===== src/rtl/gowin_ddr_pkg.sv =====
// Shared definitions for the Gowin DDR read-clock phase calibrator.
//   - CAL_NUM_PHASES / CAL_PH_W / CAL_LEN_W : phase count and field widths
//   - cal_state_t : calibration FSM state encoding
//   - win_center  : centre phase of a circular pass window
package gowin_ddr_pkg;

  localparam int CAL_NUM_PHASES = 8;
  localparam int CAL_PH_W       = 3;
  localparam int CAL_LEN_W      = 4;

  typedef enum logic [3:0] {
    ST_IDLE,
    ST_WAIT_LOCK,
    ST_REQ,
    ST_WAIT_SAMPLE,
    ST_STEP_HI,
    ST_STEP_LO,
    ST_SETTLE,
    ST_ANALYZE,
    ST_MOVE,
    ST_DONE,
    ST_FAIL
  } cal_state_t;

  // Window centre; the 3-bit sum wraps naturally modulo the phase count.
  function automatic logic [CAL_PH_W-1:0] win_center(
    input logic [CAL_PH_W-1:0]  start,
    input logic [CAL_LEN_W-1:0] len
  );
    return start + len[CAL_PH_W:1];
  endfunction

endpackage


===== src/rtl/gowin_ddr_window_find.sv =====
// Longest circular run of 1s in an 8-bit pass map.
//   clk, rst_n : clock, asynchronous active-low reset
//   go         : one-cycle pulse, starts a scan of pass_map
//   pass_map   : per-phase pass bits (held stable during the scan)
//   start, len : winning run start phase and length (0..8)
//   done       : one-cycle pulse when start/len are valid
// The map is walked twice (16 cycles) so runs that wrap past phase 7 are
// seen whole. Only a strictly longer run replaces the best, so ties keep
// the lowest start; the run length saturates at 8 for an all-ones map.
module gowin_ddr_window_find
  import gowin_ddr_pkg::*;
(
  input  logic                 clk,
  input  logic                 rst_n,
  input  logic                 go,
  input  logic [7:0]           pass_map,
  output logic [CAL_PH_W-1:0]  start,
  output logic [CAL_LEN_W-1:0] len,
  output logic                 done
);

  logic                 r_busy;
  logic [3:0]           r_i;
  logic [CAL_LEN_W-1:0] r_cur;
  logic [CAL_PH_W-1:0]  r_cstart;
  logic [CAL_LEN_W-1:0] r_best;
  logic [CAL_PH_W-1:0]  r_bstart;
  logic                 r_done;

  logic                 w_bit;
  logic [CAL_LEN_W-1:0] w_cur_nxt;
  logic [CAL_PH_W-1:0]  w_cstart_nxt;

  always_comb begin
    w_bit        = pass_map[r_i[CAL_PH_W-1:0]];
    w_cur_nxt    = '0;
    w_cstart_nxt = r_cstart;
    if (w_bit) begin
      w_cur_nxt = (r_cur == CAL_LEN_W'(CAL_NUM_PHASES)) ? r_cur : r_cur + 1'b1;
      if (r_cur == '0) w_cstart_nxt = r_i[CAL_PH_W-1:0];
    end
  end

  always_ff @(posedge clk or negedge rst_n) begin
    if (!rst_n) begin
      r_busy   <= 1'b0;
      r_i      <= '0;
      r_cur    <= '0;
      r_cstart <= '0;
      r_best   <= '0;
      r_bstart <= '0;
      r_done   <= 1'b0;
    end else begin
      r_done <= 1'b0;
      if (go) begin
        r_busy   <= 1'b1;
        r_i      <= '0;
        r_cur    <= '0;
        r_cstart <= '0;
        r_best   <= '0;
        r_bstart <= '0;
      end else if (r_busy) begin
        r_cur    <= w_cur_nxt;
        r_cstart <= w_cstart_nxt;
        if (w_cur_nxt > r_best) begin
          r_best   <= w_cur_nxt;
          r_bstart <= w_cstart_nxt;
        end
        r_i <= r_i + 4'd1;
        if (r_i == 4'd15) begin
          r_busy <= 1'b0;
          r_done <= 1'b1;
        end
      end
    end
  end

  assign start = r_bstart;
  assign len   = r_best;
  assign done  = r_done;

endmodule


===== src/rtl/gowin_ddr_phase_cal.sv =====
// DDR read-clock phase calibration controller for Gowin DDR PLL clocking.
// Sweeps all read-clock phases, runs one read test per phase, picks the
// centre of the longest circular pass window and steps the clock there.
//   clk, rst_n            : PLL reference clock, async active-low reset
//   locked                : both DDR PLLs locked
//   cal_start             : pulse, starts calibration when not busy
//   sample_valid/_pass    : read test result handshake
//   phase_step/phase_updn : step request / direction to the clocking block
//   sample_req            : pulse, request one read test
//   phase_sel             : tracked current phase
//   pass_map              : per-phase pass bits from the last sweep
//   win_start/win_len     : chosen window
//   cal_busy/done/fail    : status levels
module gowin_ddr_phase_cal
  import gowin_ddr_pkg::*;
#(
  parameter int NUM_PHASES = 8,
  parameter int STEP_HIGH  = 4,
  parameter int SETTLE     = 256,
  parameter int TIMEOUT    = 1024
) (
  input  logic                 clk,
  input  logic                 rst_n,
  input  logic                 locked,
  input  logic                 cal_start,
  input  logic                 sample_valid,
  input  logic                 sample_pass,
  output logic                 phase_step,
  output logic                 phase_updn,
  output logic                 sample_req,
  output logic [CAL_PH_W-1:0]  phase_sel,
  output logic [7:0]           pass_map,
  output logic [CAL_PH_W-1:0]  win_start,
  output logic [CAL_LEN_W-1:0] win_len,
  output logic                 cal_busy,
  output logic                 cal_done,
  output logic                 cal_fail
);

  localparam int CNT_MAX = (TIMEOUT > SETTLE) ?
                           ((TIMEOUT > STEP_HIGH) ? TIMEOUT : STEP_HIGH) :
                           ((SETTLE > STEP_HIGH) ? SETTLE : STEP_HIGH);
  localparam int CNT_W   = $clog2(CNT_MAX + 1);

  cal_state_t           r_state;
  logic [CNT_W-1:0]     r_cnt;
  logic [3:0]           r_idx;
  logic                 r_moving;
  logic [CAL_PH_W-1:0]  r_target;
  logic                 r_step;
  logic                 r_req;
  logic [CAL_PH_W-1:0]  r_phase_sel;
  logic [7:0]           r_pass_map;
  logic [CAL_PH_W-1:0]  r_win_start;
  logic [CAL_LEN_W-1:0] r_win_len;
  logic                 r_busy;
  logic                 r_done;
  logic                 r_fail;
  logic                 r_wf_go;

  logic [CAL_PH_W-1:0]  w_wf_start;
  logic [CAL_LEN_W-1:0] w_wf_len;
  logic                 w_wf_done;
  logic                 w_abort;

  gowin_ddr_window_find u_window_find (
    .clk      (clk),
    .rst_n    (rst_n),
    .go       (r_wf_go),
    .pass_map (r_pass_map),
    .start    (w_wf_start),
    .len      (w_wf_len),
    .done     (w_wf_done)
  );

  // Losing lock while actively sweeping or moving invalidates the result.
  assign w_abort = !locked && !(r_state inside {ST_IDLE, ST_WAIT_LOCK, ST_DONE, ST_FAIL});

  always_ff @(posedge clk or negedge rst_n) begin
    if (!rst_n) begin
      r_state     <= ST_IDLE;
      r_cnt       <= '0;
      r_idx       <= '0;
      r_moving    <= 1'b0;
      r_target    <= '0;
      r_step      <= 1'b0;
      r_req       <= 1'b0;
      r_phase_sel <= '0;
      r_pass_map  <= '0;
      r_win_start <= '0;
      r_win_len   <= '0;
      r_busy      <= 1'b0;
      r_done      <= 1'b0;
      r_fail      <= 1'b0;
      r_wf_go     <= 1'b0;
    end else begin
      r_wf_go <= 1'b0;
      if (w_abort) begin
        r_state  <= ST_FAIL;
        r_step   <= 1'b0;
        r_req    <= 1'b0;
        r_moving <= 1'b0;
        r_busy   <= 1'b0;
        r_fail   <= 1'b1;
      end else begin
        case (r_state)
          ST_IDLE, ST_DONE, ST_FAIL: begin
            if (cal_start) begin
              r_state    <= ST_WAIT_LOCK;
              r_busy     <= 1'b1;
              r_done     <= 1'b0;
              r_fail     <= 1'b0;
              r_pass_map <= '0;
              r_idx      <= '0;
              r_moving   <= 1'b0;
            end
          end
          ST_WAIT_LOCK: begin
            if (locked) begin
              r_state <= ST_REQ;
              r_req   <= 1'b1;
            end
          end
          ST_REQ: begin
            r_req   <= 1'b0;
            r_cnt   <= '0;
            r_state <= ST_WAIT_SAMPLE;
          end
          ST_WAIT_SAMPLE: begin
            // A timeout records the phase as failing.
            if (sample_valid || r_cnt == CNT_W'(TIMEOUT - 1)) begin
              r_pass_map[r_phase_sel] <= sample_valid & sample_pass;
              r_idx       <= r_idx + 4'd1;
              r_step      <= 1'b1;
              r_phase_sel <= r_phase_sel + 1'b1;
              r_cnt       <= '0;
              r_state     <= ST_STEP_HI;
            end else begin
              r_cnt <= r_cnt + 1'b1;
            end
          end
          ST_STEP_HI: begin
            if (r_cnt == CNT_W'(STEP_HIGH - 1)) begin
              r_step  <= 1'b0;
              r_state <= ST_STEP_LO;
            end else begin
              r_cnt <= r_cnt + 1'b1;
            end
          end
          ST_STEP_LO: begin
            r_cnt   <= '0;
            r_state <= ST_SETTLE;
          end
          ST_SETTLE: begin
            if (r_cnt != CNT_W'(SETTLE - 1)) begin
              r_cnt <= r_cnt + 1'b1;
            end else if (locked) begin
              if (r_moving) begin
                r_state <= ST_MOVE;
              end else if (r_idx < 4'(NUM_PHASES)) begin
                r_state <= ST_REQ;
                r_req   <= 1'b1;
              end else begin
                r_state <= ST_ANALYZE;
                r_wf_go <= 1'b1;
              end
            end
          end
          ST_ANALYZE: begin
            if (w_wf_done) begin
              r_win_start <= w_wf_start;
              r_win_len   <= w_wf_len;
              if (w_wf_len == '0) begin
                r_state <= ST_FAIL;
                r_busy  <= 1'b0;
                r_fail  <= 1'b1;
              end else begin
                r_target <= win_center(w_wf_start, w_wf_len);
                r_moving <= 1'b1;
                r_state  <= ST_MOVE;
              end
            end
          end
          ST_MOVE: begin
            if (r_phase_sel == r_target) begin
              r_state  <= ST_DONE;
              r_moving <= 1'b0;
              r_busy   <= 1'b0;
              r_done   <= 1'b1;
            end else begin
              r_step      <= 1'b1;
              r_phase_sel <= r_phase_sel + 1'b1;
              r_cnt       <= '0;
              r_state     <= ST_STEP_HI;
            end
          end
          default: r_state <= ST_IDLE;
        endcase
      end
    end
  end

  assign phase_step = r_step;
  assign phase_updn = 1'b1;
  assign sample_req = r_req;
  assign phase_sel  = r_phase_sel;
  assign pass_map   = r_pass_map;
  assign win_start  = r_win_start;
  assign win_len    = r_win_len;
  assign cal_busy   = r_busy;
  assign cal_done   = r_done;
  assign cal_fail   = r_fail;

endmodule

===== config.mk =====
export PLATFORM = sky130hd
export DESIGN_NAME = gowin_ddr_phase_cal
export DESIGN_NICKNAME = d
export VERILOG_FILES = /design/src/rtl/gowin_ddr_pkg.sv /design/src/rtl/gowin_ddr_window_find.sv /design/src/rtl/gowin_ddr_phase_cal.sv
export SDC_FILE = /design/constraint.sdc
export NUM_CORES = 1
export LEC_CHECK = 0
export CORE_UTILIZATION = 59
export CTS_CLUSTER_DIAMETER = 150
export DETAILED_ROUTE_END_ITERATION = 6
export PLACE_DENSITY = 0.87
export SYNTH_ARGS = -nofsm -noshare
export SYNTH_HDL_FRONTEND = slang
export SYNTH_SLANG_ARGS = --single-unit

===== constraint.sdc =====
create_clock -name clk -period 3.04 [get_ports clk]
set_input_delay 0.456 -clock clk [delete_from_list [all_inputs] [get_ports clk]]
set_output_delay 0.456 -clock clk [all_outputs]
set_load 0.1 [all_outputs]

### Word-level counts from Yosys, hierarchy flattened

Cells that the tools add are included.

* register bits after elaboration: 67
* bits of input ports: 6
* output and inout port bits: 24
* word-level logic and storage cells: 194

* add/subtract/negate cells: 6
* magnitude comparators: 5
* equal/unequal tests: 35
* muxes and demuxes: 89
* bitwise logic cells: 3
* reductions and logical operators: 34

Operators by type and width (number)
* 4-bit 2-to-1 mux: 21
* 11-bit one-hot mux with 5 select lines: 1
* 11-bit 2-to-1 mux: 4
* 1-bit 2-to-1 mux: 37
* 3-bit != test (second input constant): 12
* 4-bit one-hot mux with 9 select lines: 1
* 3-bit 2-to-1 mux: 10
* 4-bit AND reduction: 6
* 4-bit == test (second input constant): 5
* 4-bit by 3-bit == test with 1-bit output (second input constant): 4
* 8-bit 2-to-1 mux: 2
* 8-bit one-hot mux with 2 select lines: 1
* 4-bit nonzero test: 4
* 5-bit AND reduction: 3
* 4-bit by 1-bit adder with 4-bit output (second input constant): 3
* 4-bit logical NOT: 3
* 2-bit != test (second input constant): 6
* 1-bit one-hot mux with 3 select lines: 4
* 11-bit by 1-bit adder with 11-bit output (second input constant): 1
* 11-bit by 10-bit == test with 1-bit output (second input constant): 1
* 11-bit by 2-bit == test with 1-bit output (second input constant): 1
* 11-bit by 8-bit != test with 1-bit output (second input constant): 1
* 2-bit nonzero test: 5
* 8-bit bitwise mux: 1
* other kinds (29): 35

### Logic depth before layout (Yosys ltp)

* depth after elaboration: 7
* depth in mapped cells: 14
* depth with buffers taken out: 13

### Hierarchy

Synthesis repeated with hierarchy kept, for this count alone.

* cells, all modules: 449
* area total of the unflattened synthesis: 4131.5 µm²

By module, submodules not included
* gowin_ddr_phase_cal: times used 1, cells each 323, area an instance 2875.3 µm², sequential area each 1176.1 µm²
* gowin_ddr_window_find: times used 1, cells each 126, area an instance 1256.2 µm², sequential area each 500.5 µm²

### Least setup slack after synthesis

Ideal clock, no wire load.

* kind: register to register
* from: register r_pass_map[1], in the netlist pass_map[1]
* to: register u_window_find.r_best[3], in the netlist u_window_find.len[3]
* setup time: 0.132 ns
* data arrival time: 3.029 ns
* required time: 2.908 ns
* path slack: -0.121 ns
* stages on the path, launching flop included: 12
* path buffers: 1
* clock period less this slack: 3.161 ns
* cell sequence: dfrtp_1 -> mux4_1 -> mux2i_2 -> nor2b_1 -> ha_1 -> nor2b_1 -> o211ai_1 -> a21oi_1 -> clkbuf_1 -> nor2_1 -> a21oi_1 -> nor2_1

* word-level cells in the longest chain between the ends: 6
* elaborated cells between the ends (all ways): 9
* classes of those cells: order compare (1); mux (6); reduce/logical (2)

Ends and longest elaborated chain
* start, declared: line gowin_ddr_phase_cal.sv:53 `logic [7:0] r_pass_map;`
* start signal, assigned by index: line gowin_ddr_phase_cal.sv:132 `r_pass_map[r_phase_sel] <= sample_valid & sample_pass;`
* 1-bit binary-select mux with 3-bit select (*): line gowin_ddr_window_find.sv:35 `w_bit = pass_map[r_i[CAL_PH_W-1:0]];`
* 1-bit 2-to-1 mux (not written as such) (*): line gowin_ddr_window_find.sv:35
* 4-bit 2-to-1 mux (*): line gowin_ddr_window_find.sv:38 `if (w_bit) begin`
* 4-bit greater-than comparator / 4-bit 2-to-1 mux (equally long branches): line gowin_ddr_window_find.sv:65 `if (w_cur_nxt > r_best) begin`
* 2-bit nonzero test (no line) / 4-bit 2-to-1 mux (equally long branches)
* 2-bit AND reduction (no line) / 4-bit 2-to-1 mux (equally long branches)
* end signal, assigned: line gowin_ddr_window_find.sv:66 `r_best <= w_cur_nxt;`
* end, declared: line gowin_ddr_window_find.sv:26 `logic [CAL_LEN_W-1:0] r_best;`

Every way passes the cells marked *; elsewhere a longest branch is shown, timed or not. The select of a mux whose other input is x is not followed.
A chain may end at the register's enable or synchronous reset.

### Final worst setup path

* from: register u_window_find.r_i[0]
* to: register u_window_find.r_best[3], in the netlist u_window_find.len[3]

* word-level cells in the longest chain between the ends: 6
* elaborated cells between the ends (all ways): 9
* classes of those cells: order compare (1); mux (6); reduce/logical (2)

Ends and longest elaborated chain
* start, declared: line gowin_ddr_window_find.sv:23 `logic [3:0] r_i;`
* start signal, assigned: line gowin_ddr_window_find.sv:69 `r_i <= r_i + 4'd1;`
* 1-bit binary-select mux with 3-bit select (*): line gowin_ddr_window_find.sv:35
* 1-bit 2-to-1 mux (not written as such) (*): line gowin_ddr_window_find.sv:35
* 4-bit 2-to-1 mux (*): line gowin_ddr_window_find.sv:38
* 4-bit greater-than comparator / 4-bit 2-to-1 mux (equally long branches): line gowin_ddr_window_find.sv:65
* 2-bit nonzero test (no line) / 4-bit 2-to-1 mux (equally long branches)
* 2-bit AND reduction (no line) / 4-bit 2-to-1 mux (equally long branches)

Marked as above.

==> flow_summary.toml <==
[routing]
drc = 0
drtIter0Drc = 263
wire_per_inst_microns = 16.0
viasPerCell = 6.17
drt-pass1-iter-count = 5
wl_microns = 8550
vias = 3294
postRouteAntennaNets = 0

[clocking]
clk_path_buf_depth = 2
insertion_delay_ns = 0.34
cts_hold_buf = 0
postCtsSetupBuffers = 0
numClockSinks = 67
cts_tree = "yes"
numCtsBuffers = 9
cts_max_level = 3
cts_resized = 0
clkSlewWorstSetupHoldPaths_ns = 0.08
cts_root_buf = "clkbuf_8"

[setup_path]
start_kind = "flip-flop"
required_ns = 3.24
rr_endpoint = "u_window_find.len[3]$_DFFE_PN0P_"
cp.arrival_ns = 3.00
critPathCaptureType = "flip-flop"
reg2reg_depth = 11
r2r_start = "u_window_find.r_i[0]$_DFFE_PN0P_"
rrSetupSlack_ns = 0.24
worst-path-max-fanout = 13
crit_type = "flip-flop to flip-flop"

[run]
maxCapViolations = 0

[power_and_ir_drop]
pwr-share-clk = 0.197
power_uw = 3630
power_switching_uw = 1660
power_per_cell_area_nw_per_um2 = 821
leakagePower_uw = 0.00203
vdd_drop_max_mv = 1.07
swShare = 0.458
intPower_uw = 1970
seq_power_share = 0.343
combPwrFrac = 0.460

[yosys]
netlist_area_sq_um = 3930
yosysTopAreaCell = "dfrtp_1"
synth_area_leaders = "dfrtp_1 (43%), nor2_1 (5.4%), mux2i_1 (4.3%), ha_1 (3.5%), a21oi_1 (3.2%)"
avgSynthCellArea_sq_um = 9.18
synth_edf_count = 0
synth-seq-cells = 67
synth_cells = 428
async_reset_ff_frac = 1.00
synth_ff_type = "dfrtp_1"
ys_seq_area_frac = 0.427
synth_top_area_frac = 0.427
ys_types = 54
syn_nets = 446
synth_most_common_cell = "dfrtp_1"
synth_common_cells = "dfrtp_1 (67), nor2_1 (57), nand2_1 (30)"
ys_warn_count = 0

[min_path]
hp-class = "input pin to asynchronous set/reset pin"

[cells_and_area]
diodes = 0
area_growth_pct = 12.7
layout-drive-gt1-share = 0.158
finalNetCount = 470
register_area_sq_um = 1690
multiInputGateArea_sq_um = 2040
nFillCells = 470
fin_cells = 534
final_util = 0.693

[global_route]
grt_pass1_wl_microns = 15000
overflow = 0
antenna_found_initial = 0
grt_pass1_vias = 3139
grt_usage = 0.268
grt_start_max_net_pins = 37

[timing]
rsz0062_at_grt = "no"
slew_headroom = 0.504
period_share = 0.922
finalSetupViolCount = 0
finalHoldViolations = 0
fin_crit_ns = 2.80
slew_viol_final = 0
finalClockSkew_ns = 0.00869
fmax_ghz = 0.357
tns_ns = 0
tightest_slew_ns = 0.737

[die]
die_w_microns = 83.6
rows = 29
initial_core_util = 0.615
coreArea_sq_um = 6390
die_h_microns = 83.6
fp.dieArea_sq_um = 6990
io_pins = 30

[outcome]
status = "complete, no violations"

[placed_design]
routabilityCongestion = 0.908
dp_cells = 518
portBuffers = 28
dp_hpwl_microns = 6240
-- flip-flops by register name, indices dropped and copies added, names as in the netlist, 4 cells and up --
register / count
win_len: 4
r_idx: 4
pass_map: 8
r_cnt: 11
r_state: 4
u_window_find.r_i: 4
u_window_find.len: 4
u_window_find.r_cur: 4
-- worst max-delay path: stages (launching register included) --
cell and delay (ns):
dfrtp_1 0.49, mux4_1 0.64, mux2i_4 0.25, nor2b_1 0.12
ha_1 0.30, nor2b_1 0.13, o211ai_1 0.09, a21oi_1 0.15
buf_4 0.21, nor2_1 0.06, a21oi_1 0.14, nor2_1 0.06
-- layer usage --
metal / vias to the layer above / track usage / wire length, microns
met5: - / 0 / 0
met1: 1599 / 0.378 / 3840
met4: 0 / 0.0909 / 146
met2: 117 / 0.417 / 4070
met3: 14 / 0.0534 / 497
li1: 1564 / - / -
-- layout make-up --
class | count | share of cell area
inverters | 24 | 0.0204
repair buffers | 41 | 0.0741
clock inverters | 5 | 0.0122
well taps | 77 | 0.0218
multi-input cells | 309 | 0.461
clock buffers | 11 | 0.0297
flip-flops and latches | 67 | 0.381
-- metrics by stage --
step | instance area (sq um) | worst slack, ns | hold slack (ns)
finish | 4430 | 0.238 | 0.170
global route | 4430 | 0.0160 | 0.222
CTS | 4420 | 0.183 | 0.191
detailed placement | 4230 | 0.223 | 0.478
global placement | 4230 | 0.314 | 0.463
floorplan | 3940 | 0.0884 | 0.160
-- placed cells by master (no fill, tap or decap), types with 5 or more instances in the layout --
master and n:
ha_1 11, inv_1 24, nor3_1 21, clkbuf_8 9, nand3_1 12, nor4_1 5, nor2b_1 6, nor2_1 57
buf_4 35, xor2_1 9, a211oi_1 5, nand2_1 30, o211ai_1 6, dfrtp_2 8, mux2i_1 17, dfrtp_1 59
xnor2_1 6, a22o_1 7, mux2_2 9, o21ai_0 22, a21oi_1 25
-- cells by family (layout without fill, tap and decap cells) --
logic type	count (synthesis)	after routing	share of synthesized area
DFF	67	67	0.427
and+or+nand+nor	163	163	0.206
other	1	1	0.000954
adders and majority gates	12	12	0.0401
muxes	29	29	0.0860
xor gates and xnor gates	15	15	0.0334
AOI/OAI and AO/OA	89	89	0.151
buffers and inverters	52	81	0.0561
-- power groups by stage --
| stage | sequential [uW] | combinational (uW) | clock (uW) |
|---|---|---|---|
| after floorplan | 1480 | 1030 | 0 |
| after global placement | 1250 | 1620 | 0 |
| after detailed placement | 1250 | 1660 | 0 |
| after CTS | 1240 | 1660 | 732 |
| after global routing | 1280 | 1820 | 769 |
| final | 1250 | 1670 | 717 |
-- worst max path at each step --
| stage | from | endpoint | slack, ns |
|---|---|---|---|
| after floorplan | pass_map[1]$_DFFE_PN0P_ | u_window_find.len[3]$_DFFE_PN0P_ | 0.09 |
| after global placement | u_window_find.r_i[0]$_DFFE_PN0P_ | u_window_find.len[0]$_DFFE_PN0P_ | 0.31 |
| after detailed placement | u_window_find.r_i[0]$_DFFE_PN0P_ | u_window_find.len[3]$_DFFE_PN0P_ | 0.22 |
| after CTS | u_window_find.r_i[0]$_DFFE_PN0P_ | u_window_find.len[3]$_DFFE_PN0P_ | 0.18 |
| after global routing | u_window_find.r_i[0]$_DFFE_PN0P_ | u_window_find.start[1]$_DFFE_PN0P_ | 0.02 |
| final | u_window_find.r_i[0]$_DFFE_PN0P_ | u_window_find.len[3]$_DFFE_PN0P_ | 0.24 |
Note: power is estimated with default switching activity, not from simulation.
